[src/rtl/cv_pkg.sv]
// Shared definitions for the cv render-path scheduler blocks.
package cv_pkg;

  // Scheduler states, one per scanline phase
  typedef enum logic [1:0] {
    ST_IDLE   = 2'd0,
    ST_CLEAR  = 2'd1,
    ST_RENDER = 2'd2,
    ST_HOLD   = 2'd3
  } state_t;

endpackage

[src/rtl/cv_satcnt.sv]
// Saturating up-counter with synchronous clear; an increment in the same
// cycle as a clear counts from zero, so the result is 1.
module cv_satcnt #(
  parameter int W = 8
) (
  input  logic         i_clk,
  input  logic         i_rst_n,
  input  logic         i_clr,
  input  logic         i_inc,
  output logic [W-1:0] o_cnt
);

  logic [W-1:0] r_cnt;
  logic [W-1:0] w_base;

  assign w_base = i_clr ? '0 : r_cnt;

  // Count up from the (possibly cleared) base, sticking at all-ones
  always_ff @(posedge i_clk or negedge i_rst_n) begin
    if (!i_rst_n) begin
      r_cnt <= '0;
    end else if (i_inc) begin
      r_cnt <= (&w_base) ? w_base : w_base + 1'b1;
    end else if (i_clr) begin
      r_cnt <= '0;
    end
  end

  assign o_cnt = r_cnt;

endmodule

[src/rtl/cv_lbsched.sv]
// Per-scanline scheduler: swaps the ping-pong line buffers on each line
// start, clears the back buffer, then requests rendering from cv_rdctrl
// until it reports completion. Lines that miss their deadline are counted.
module cv_lbsched
  import cv_pkg::*;
#(
  parameter int ADDR_W   = 9,
  parameter int LINE_PIX = 320,
  parameter int OVR_W    = 8
) (
  input  logic              i_clk,
  input  logic              i_reset_n,
  input  logic              i_enable,
  input  logic              i_frame_start,
  input  logic              i_hstart,
  input  logic              i_rend_line,
  input  logic              i_rd_done,
  input  logic              i_ovr_clr,
  output logic              o_rd_cs,
  output logic              o_lb_sel,
  output logic              o_clr_we,
  output logic [ADDR_W-1:0] o_clr_addr,
  output logic              o_busy,
  output logic              o_ovr_flag,
  output logic [OVR_W-1:0]  o_ovr_cnt
);

  localparam logic [ADDR_W-1:0] LAST_ADDR = ADDR_W'(LINE_PIX - 1);

  state_t            r_state;
  state_t            w_next;
  logic [ADDR_W-1:0] r_clr_addr;
  logic [ADDR_W-1:0] w_next_addr;
  logic              w_ovr;
  logic              r_rd_cs;
  logic              r_clr_we;
  logic              r_busy;
  logic              r_lb_sel;
  logic              r_ovr_flag;

  // Next state, next clear address and overrun detection
  always_comb begin
    w_next      = r_state;
    w_next_addr = r_clr_addr;
    w_ovr       = 1'b0;
    if (!i_enable) begin
      w_next      = ST_IDLE;
      w_next_addr = '0;
    end else if (i_hstart) begin
      w_next      = i_rend_line ? ST_CLEAR : ST_IDLE;
      w_next_addr = '0;
      w_ovr       = (r_state == ST_CLEAR) ||
                    ((r_state == ST_RENDER) && !i_rd_done);
    end else begin
      case (r_state)
        ST_CLEAR: begin
          if (r_clr_addr == LAST_ADDR) begin
            w_next      = ST_RENDER;
            w_next_addr = '0;
          end else begin
            w_next_addr = r_clr_addr + 1'b1;
          end
        end
        ST_RENDER: begin
          if (i_rd_done) begin
            w_next = ST_HOLD;
          end
        end
        default: begin
        end
      endcase
    end
  end

  // State register plus outputs registered from the state being entered
  always_ff @(posedge i_clk or negedge i_reset_n) begin
    if (!i_reset_n) begin
      r_state    <= ST_IDLE;
      r_clr_addr <= '0;
      r_rd_cs    <= 1'b0;
      r_clr_we   <= 1'b0;
      r_busy     <= 1'b0;
    end else begin
      r_state    <= w_next;
      r_clr_addr <= w_next_addr;
      r_rd_cs    <= (w_next == ST_RENDER);
      r_clr_we   <= (w_next == ST_CLEAR);
      r_busy     <= (w_next == ST_CLEAR) || (w_next == ST_RENDER);
    end
  end

  // Buffer swap on each line start; frame start re-aligns to buffer 0
  always_ff @(posedge i_clk or negedge i_reset_n) begin
    if (!i_reset_n) begin
      r_lb_sel <= 1'b0;
    end else if (i_enable) begin
      if (i_frame_start) begin
        r_lb_sel <= 1'b0;
      end else if (i_hstart) begin
        r_lb_sel <= ~r_lb_sel;
      end
    end
  end

  // Sticky overrun flag; a new overrun beats a clear in the same cycle
  always_ff @(posedge i_clk or negedge i_reset_n) begin
    if (!i_reset_n) begin
      r_ovr_flag <= 1'b0;
    end else if (w_ovr) begin
      r_ovr_flag <= 1'b1;
    end else if (i_ovr_clr) begin
      r_ovr_flag <= 1'b0;
    end
  end

  cv_satcnt #(
    .W (OVR_W)
  ) u_ovr_cnt (
    .i_clk   (i_clk),
    .i_rst_n (i_reset_n),
    .i_clr   (i_ovr_clr),
    .i_inc   (w_ovr),
    .o_cnt   (o_ovr_cnt)
  );

  assign o_rd_cs    = r_rd_cs;
  assign o_clr_we   = r_clr_we;
  assign o_clr_addr = r_clr_addr;
  assign o_busy     = r_busy;
  assign o_lb_sel   = r_lb_sel;
  assign o_ovr_flag = r_ovr_flag;

endmodule

[config.mk]
export PLATFORM = sky130hd
export DESIGN_NAME = cv_lbsched
export DESIGN_NICKNAME = d
export VERILOG_FILES = /design/src/rtl/cv_pkg.sv /design/src/rtl/cv_satcnt.sv /design/src/rtl/cv_lbsched.sv
export SDC_FILE = /design/constraint.sdc
export NUM_CORES = 1
export LEC_CHECK = 0
export BUFFER_PORTS_ARGS = -buffer_cell sky130_fd_sc_hd__buf_2
export CAP_MARGIN = 40
export CORE_ASPECT_RATIO = 0.8
export CORE_MARGIN = 1
export CORE_UTILIZATION = 48
export DETAILED_ROUTE_END_ITERATION = 16
export HOLD_SLACK_MARGIN = 0.12
export PLACE_DENSITY = 0.75
export SLEW_MARGIN = 25
export SYNTH_ARGS = -nofsm -noshare
export SYNTH_HDL_FRONTEND = slang
export SYNTH_HIERARCHICAL = 1
export SYNTH_SLANG_ARGS = --single-unit
[constraint.sdc]
create_clock -name i_clk -period 1.75 [get_ports i_clk]
set_input_delay 0.175 -clock i_clk [delete_from_list [all_inputs] [get_ports i_clk]]
set_output_delay 0.175 -clock i_clk [all_outputs]
set_load 0.03 [all_outputs]
=== Word level (Yosys, flattened, before mapping) ===
Index checks and enable logic that the tools add are counted.

* Input bits: 8
* Logic and storage cells: 44
* Output and inout port bits: 22
* Register bits: 24

* Add/sub/neg operators: 2
* Equal/unequal tests: 6
* Multiplexer cells: 19
* Bitwise operators: 1
* Reduce and logical (&&, ||, !) cells: 8

{| class="wikitable"
|+ Operators by type and width
! operator !! number
|-
| 9-bit two-way mux || 4
|-
| 8-bit two-way mux || 3
|-
| 9-bit by 1-bit adder with 9-bit output (second input constant) || 1
|-
| 9-bit == test (second input constant) || 1
|-
| 8-bit by 1-bit adder with 8-bit output (second input constant) || 1
|-
| 2-bit two-way mux || 4
|-
| 8-bit AND reduction || 1
|-
| 1-bit two-way mux || 7
|-
| 2-bit by 1-bit == test with 1-bit output (second input constant) || 2
|-
| 2-bit == test (second input constant) || 2
|-
| 2-bit one-hot mux with 2 select lines || 1
|-
| 2-bit nonzero test || 2
|-
| 3-bit by 1-bit != test with 1-bit output (second input constant) || 1
|-
| 1-bit logical OR || 2
|-
| 2-bit AND reduction || 1
|-
| 1-bit logical AND || 1
|-
| 1-bit zero test || 1
|-
| 1-bit inverter || 1
|}

=== Longest topological paths before layout ===
* Depth in word-level cells: 7
* Mapped depth: 8
* Mapped depth without buffers: 7

=== By module ===
The synthesis kept the hierarchy.

{| class="wikitable"
|+ By module, submodules not included
! module !! times used !! cells each !! sequential area each (µm²) !! area each (µm²)
|-
| cv_lbsched || 1 || 88 || 400.4 || 878.3
|-
| cv_satcnt || 1 || 42 || 200.2 || 455.4
|}

=== Worst setup path before layout ===
OpenSTA, ideal clock, no wires.

* Path kind: register to register
* Start point: register r_clr_addr[0], in the netlist o_clr_addr[0]
* End point: register r_busy, in the netlist o_busy
* Setup time: 0.063 ns
* Clock period less this slack: 1.720 ns
* Required time: 1.687 ns
* Cell stages (with the launch flop): 7
* Data arrival time: 1.657 ns
* Buffers on the path: 0
* Slack: 0.030 ns
* Path through: dfrtp_1 > ha_1 > nand4b_1 > o31ai_1 > a21o_1 > ha_1 > inv_1

* Longest elaborated chain between the ends: 7
* Elaborated cells between the ends (all ways): 8
* Classes of those cells: eq/ne: 3; mux: 4; reduce/logical: 1

{| class="wikitable"
|+ RTL lines
! what !! RTL line !! RTL
|-
| from (decl) || cv_lbsched.sv:32 || <nowiki>logic [ADDR_W-1:0] r_clr_addr;</nowiki>
|-
| from (signal assigned) || cv_lbsched.sv:85 || <nowiki>r_clr_addr <= w_next_addr;</nowiki>
|-
| 9-bit == test (*) || cv_lbsched.sv:57 || <nowiki>if (r_clr_addr == LAST_ADDR) begin</nowiki>
|-
| 2-bit two-way mux (*) || cv_lbsched.sv:57 ||
|-
| 2-bit one-hot mux with 2 select lines (*) || cv_lbsched.sv:55 || <nowiki>case (r_state)</nowiki>
|-
| 2-bit two-way mux (*) || cv_lbsched.sv:49 || <nowiki>end else if (i_hstart) begin</nowiki>
|-
| 2-bit two-way mux (*) || cv_lbsched.sv:46 || <nowiki>if (!i_enable) begin</nowiki>
|-
| 2-bit by 1-bit == test with 1-bit output / 2-bit == test (equally long branches) || cv_lbsched.sv:88 || <nowiki>r_busy <= (w_next == ST_CLEAR) || (w_next == ST_RENDER);</nowiki>
|-
| 1-bit logical OR (*) || cv_lbsched.sv:88 ||
|-
| to (signal assigned) || cv_lbsched.sv:88 ||
|-
| to (decl) || cv_lbsched.sv:37 || <nowiki>logic r_busy;</nowiki>
|}

Every way passes the cells marked *; elsewhere a longest branch is shown, timed or not.
A chain may end at the register's enable or synchronous reset.

=== Final worst setup path ===
* Start point: register r_state[0]
* End point: register r_busy, in the netlist o_busy

* Longest elaborated chain between the ends: 6
* Elaborated cells between the ends (all ways): 10
* Classes of those cells: eq/ne: 4; mux: 5; reduce/logical: 1

{| class="wikitable"
|+ RTL lines
! what !! RTL line !! RTL
|-
| from (decl) || cv_lbsched.sv:30 || <nowiki>state_t r_state;</nowiki>
|-
| from (signal assigned) || cv_lbsched.sv:84 || <nowiki>r_state <= w_next;</nowiki>
|-
| 2-bit == test / 2-bit by 1-bit == test with 1-bit output (equally long branches) || cv_lbsched.sv:55 ||
|-
| 2-bit one-hot mux with 2 select lines (*) || cv_lbsched.sv:55 ||
|-
| 2-bit two-way mux (*) || cv_lbsched.sv:49 ||
|-
| 2-bit two-way mux (*) || cv_lbsched.sv:46 ||
|-
| via w_next[1] || cv_lbsched.sv:31 || <nowiki>state_t w_next;</nowiki>
|-
| 2-bit by 1-bit == test with 1-bit output / 2-bit == test (equally long branches) || cv_lbsched.sv:88 ||
|-
| 1-bit logical OR (*) || cv_lbsched.sv:88 ||
|}

Mark *: on every way through the listed nets, which the timed path passes. The rest lies on a longest branch.

==> flow_metrics.env <==
export IMPL_worst_r2r_endpoint="o_busy"
export IMPL_clockRootBuffer="clkbuf_4"
export IMPL_hold_path_endpoint="u_ovr_cnt/o_cnt[1]"
export IMPL_post_synth_main_area_contributors="dfrtp_1 45%, ha_1 4.7%, a21oi_1 3.4%"
export IMPL_reg_clk_slew_reported_paths_ns=0.13
export IMPL_final_hold_violation_count=0
export IMPL_total_routed_length_um=3020
export IMPL_setup_violations_final=0
export IMPL_vdd_ir_drop_max_mv=0.520
export IMPL_place_detailed_hpwl_um=2160
export IMPL_r2r_setup_slack_ns=0.05
export IMPL_top_level_ports=30
export IMPL_post_drt_via_cell_ratio=5.75
export IMPL_outcome="completed"
export IMPL_count_of_warnings_emitted_by_yosys=6
export IMPL_critical_path_peak_fanout=3
export IMPL_drt_iter0_markers=60
export IMPL_cts_buffers_inserted=3
export IMPL_cts_root_to_sink_buffers=2
export IMPL_cts_tree="done"
export IMPL_tightest_slew_ns=0.532
export IMPL_static_leakage_power_nw=0.782
export IMPL_clk_insertion_delay_late_ns=0.32
export IMPL_n_fill_cell=215
export IMPL_critical_path_class="flop to flop"
export IMPL_fp_dieW_um=60.9
export IMPL_syn_to_final_growth_pct=28.7
export IMPL_min_period_over_period=0.970
export IMPL_final_setup_skew_ns=0.00225
export IMPL_core_region_area_um2=2540
export IMPL_maximum_level_of_the_cts_h_tree=1
export IMPL_synth_ff_latch_count=24
export IMPL_io_buffer_count=29
export IMPL_design_final_nets=190
export IMPL_grt_max_degree=25
export IMPL_worst_r2r_startpoint="r_state[0]"
export IMPL_synthesis_area_per_instance_um2=10.3
export IMPL_die_height_um=49.2
export IMPL_reg2reg_depth=8
export IMPL_max_freq_ghz=0.589
export IMPL_wl_per_cell_um=14.3
export IMPL_fp_dieArea_um2=2990
export IMPL_synth_seq_area_share=0.450
export IMPL_timing_max_slew_rel_slack=0.645
export IMPL_count_of_antenna_violating_nets_left_after_detailed_routing=0
export IMPL_synth_flop_cell="dfrtp_1"
export IMPL_placed_area_um2=1580
export IMPL_fin_area_um2=1720
export IMPL_yosysMostFrequentCell="dfrtp_1"
export IMPL_detailroute_via_count=1219
export IMPL_layout_min_cycle_time_ns=1.70
export IMPL_cp_capture_type="flop"
export IMPL_drc_errors_left=0
export IMPL_global_route_wire_length_before_repair_um=5200
export IMPL_maxCapViolCount=0
export IMPL_synthesis_area_um2=1330
export IMPL_synth_fp_nets=143
export IMPL_vias_in_the_first_global_route=1103
export IMPL_worst_hold_path_num_cells=2
export IMPL_synth_top_cells_by_count="24 x dfrtp_1, 9 x a21oi_1, 7 x inv_1"
export IMPL_yosys_cell_types_count=43
export IMPL_synth_top_area_cell="dfrtp_1"
export IMPL_finalMaxSlewViolations=0
export IMPL_antenna_cells=0
export IMPL_critical_path_startpoint_type="flop"
export IMPL_asyncSetResetFlopFracSynth=1.00
export IMPL_synthesis_instances=130
export IMPL_grt_overflow_total=0
export IMPL_synth_enable_flop_cells=0
export IMPL_power_per_cell_area_nw_per_um2=592
export IMPL_post_route_cells_drive_above_1_share=0.386
export IMPL_finalWeightedCongestion=0.888
export IMPL_holdCritPathClass="input port to flop"
export IMPL_gr_usage_all_layers=0.228
export IMPL_cp_data_arrival_time_ns=1.93
export IMPL_initial_core_util=0.525
export IMPL_timing_critical_path_required_ns=1.98
export IMPL_min_from="i_ovr_clr"
export IMPL_rows=16
export IMPL_cts_sinks=24
export IMPL_antenna_violations_before_repair=0
export IMPL_setup_tns_final_ns=0
export IMPL_detail_route_first_pass_iterations=4
export IMPL_post_synth_top_area_fraction=0.450
## worst max path at each step
stage                         endpoint          start  depth (start not counted)  slack (ns)
global route                    o_busy     r_state[0]                          8       -0.01
detailed placement  u_ovr_cnt/o_cnt[4]     r_state[0]                          7      -0.001
finish                          o_busy     r_state[0]                          8        0.05
floorplan                       o_busy  o_clr_addr[0]                          6        0.03
global placement         o_clr_addr[8]     r_state[1]                          6        0.04
CTS                      o_clr_addr[8]     r_state[1]                          6       0.004
## critical path, stage by stage, from the launching register on
cell and delay, ns:
dfrtp_1 0.42, inv_1 0.11, ha_4 0.21, buf_4 0.14, nor3_1 0.21, a211oi_2 0.08
o31a_1 0.13, ha_1 0.28, inv_1 0.03
## what timing repair did
item                                    in CTS  in global routing
buffers inserted                             0                  3
resized for setup                            3                  9
hold endpoints to repair                    25                  0
pin swaps                                    0                  4
gates cloned                                 0                  0
endpoints found under the setup margin       4                 11
hold buffers                                 3                  0
## cell type report
| class | instances | area [um^2] | area share |
|---|---|---|---|
| Multi-Input combinational cell | 95 | 723 | 0.421 |
| Sequential cell | 24 | 602 | 0.351 |
| Timing Repair Buffer | 46 | 284 | 0.165 |
| Tap cell | 36 | 45.0 | 0.0262 |
| Clock buffer | 4 | 36.3 | 0.0211 |
| Inverter | 7 | 26.3 | 0.0153 |
## stage by stage
step	hold WS (ns)	util	setup WS (ns)	total power, mW	std cells
5_1_grt	0.157	0.675	-0.0138	1.07	212
6_report	0.177	0.675	0.0519	1.02	212
3_5_place_dp	0.191	0.622	-0.00143	0.709	202
2_1_floorplan	-0.121	-	0.0297	0.652	130
3_3_place_gp	0.187	0.622	0.0370	0.706	202
4_1_cts	0.166	0.650	0.00381	1.01	209
## routing by layer
| metal | vias to the layer above | wire (um) | GRT usage |
|---|---|---|---|
| met5 | - | 0 | 0 |
| li1 | 587 | - | - |
| met2 | 38 | 1420 | 0.322 |
| met3 | 6 | 140 | 0.0477 |
| met1 | 588 | 1420 | 0.347 |
| met4 | 0 | 42 | 0.0644 |
## report_power, final
| part | internal [mW] | switching [mW] | leakage (nW) |
|---|---|---|---|
| logic | 0.0598 | 0.0857 | 0.432 |
| clock network | 0.127 | 0.169 | 0.0210 |
| registers | 0.566 | 0.00766 | 0.329 |
| total | 0.753 | 0.262 | 0.782 |
## cell usage in the layout (no fill, tap or decap), drive strengths merged, types with 2 or more instances in the layout
cell type    instances
a21oi               11
o21ai                5
nand2b               4
and3                 2
nor2                 6
a211oi               4
nor3                 5
or4                  3
inv                  7
a31oi                3
nand3                4
nand2                6
dlygate4sd3          3
nand4                5
o22ai                3
buf                 43
dfrtp               24
clkbuf               4
nor2b                5
ha                   5
o31ai                5
xor2                 2
o311ai               2
## kinds of logic after synthesis
| group | share of synthesized area |
|---|---|
| mux | 0.00844 |
| flops | 0.450 |
| buf+inv | 0.0385 |
| xor+xnor | 0.0197 |
| compound gates | 0.201 |
| simple gates | 0.235 |
| fa+ha+maj | 0.0469 |
## state kept, by name, indices dropped and copies added, names as in the netlist
register         count
o_rd_cs              1
r_state              2
o_clr_we             1
o_clr_addr           9
o_ovr_flag           1
o_lb_sel             1
u_ovr_cnt/o_cnt      8
o_busy               1
Power figures use the tool's default switching activity.
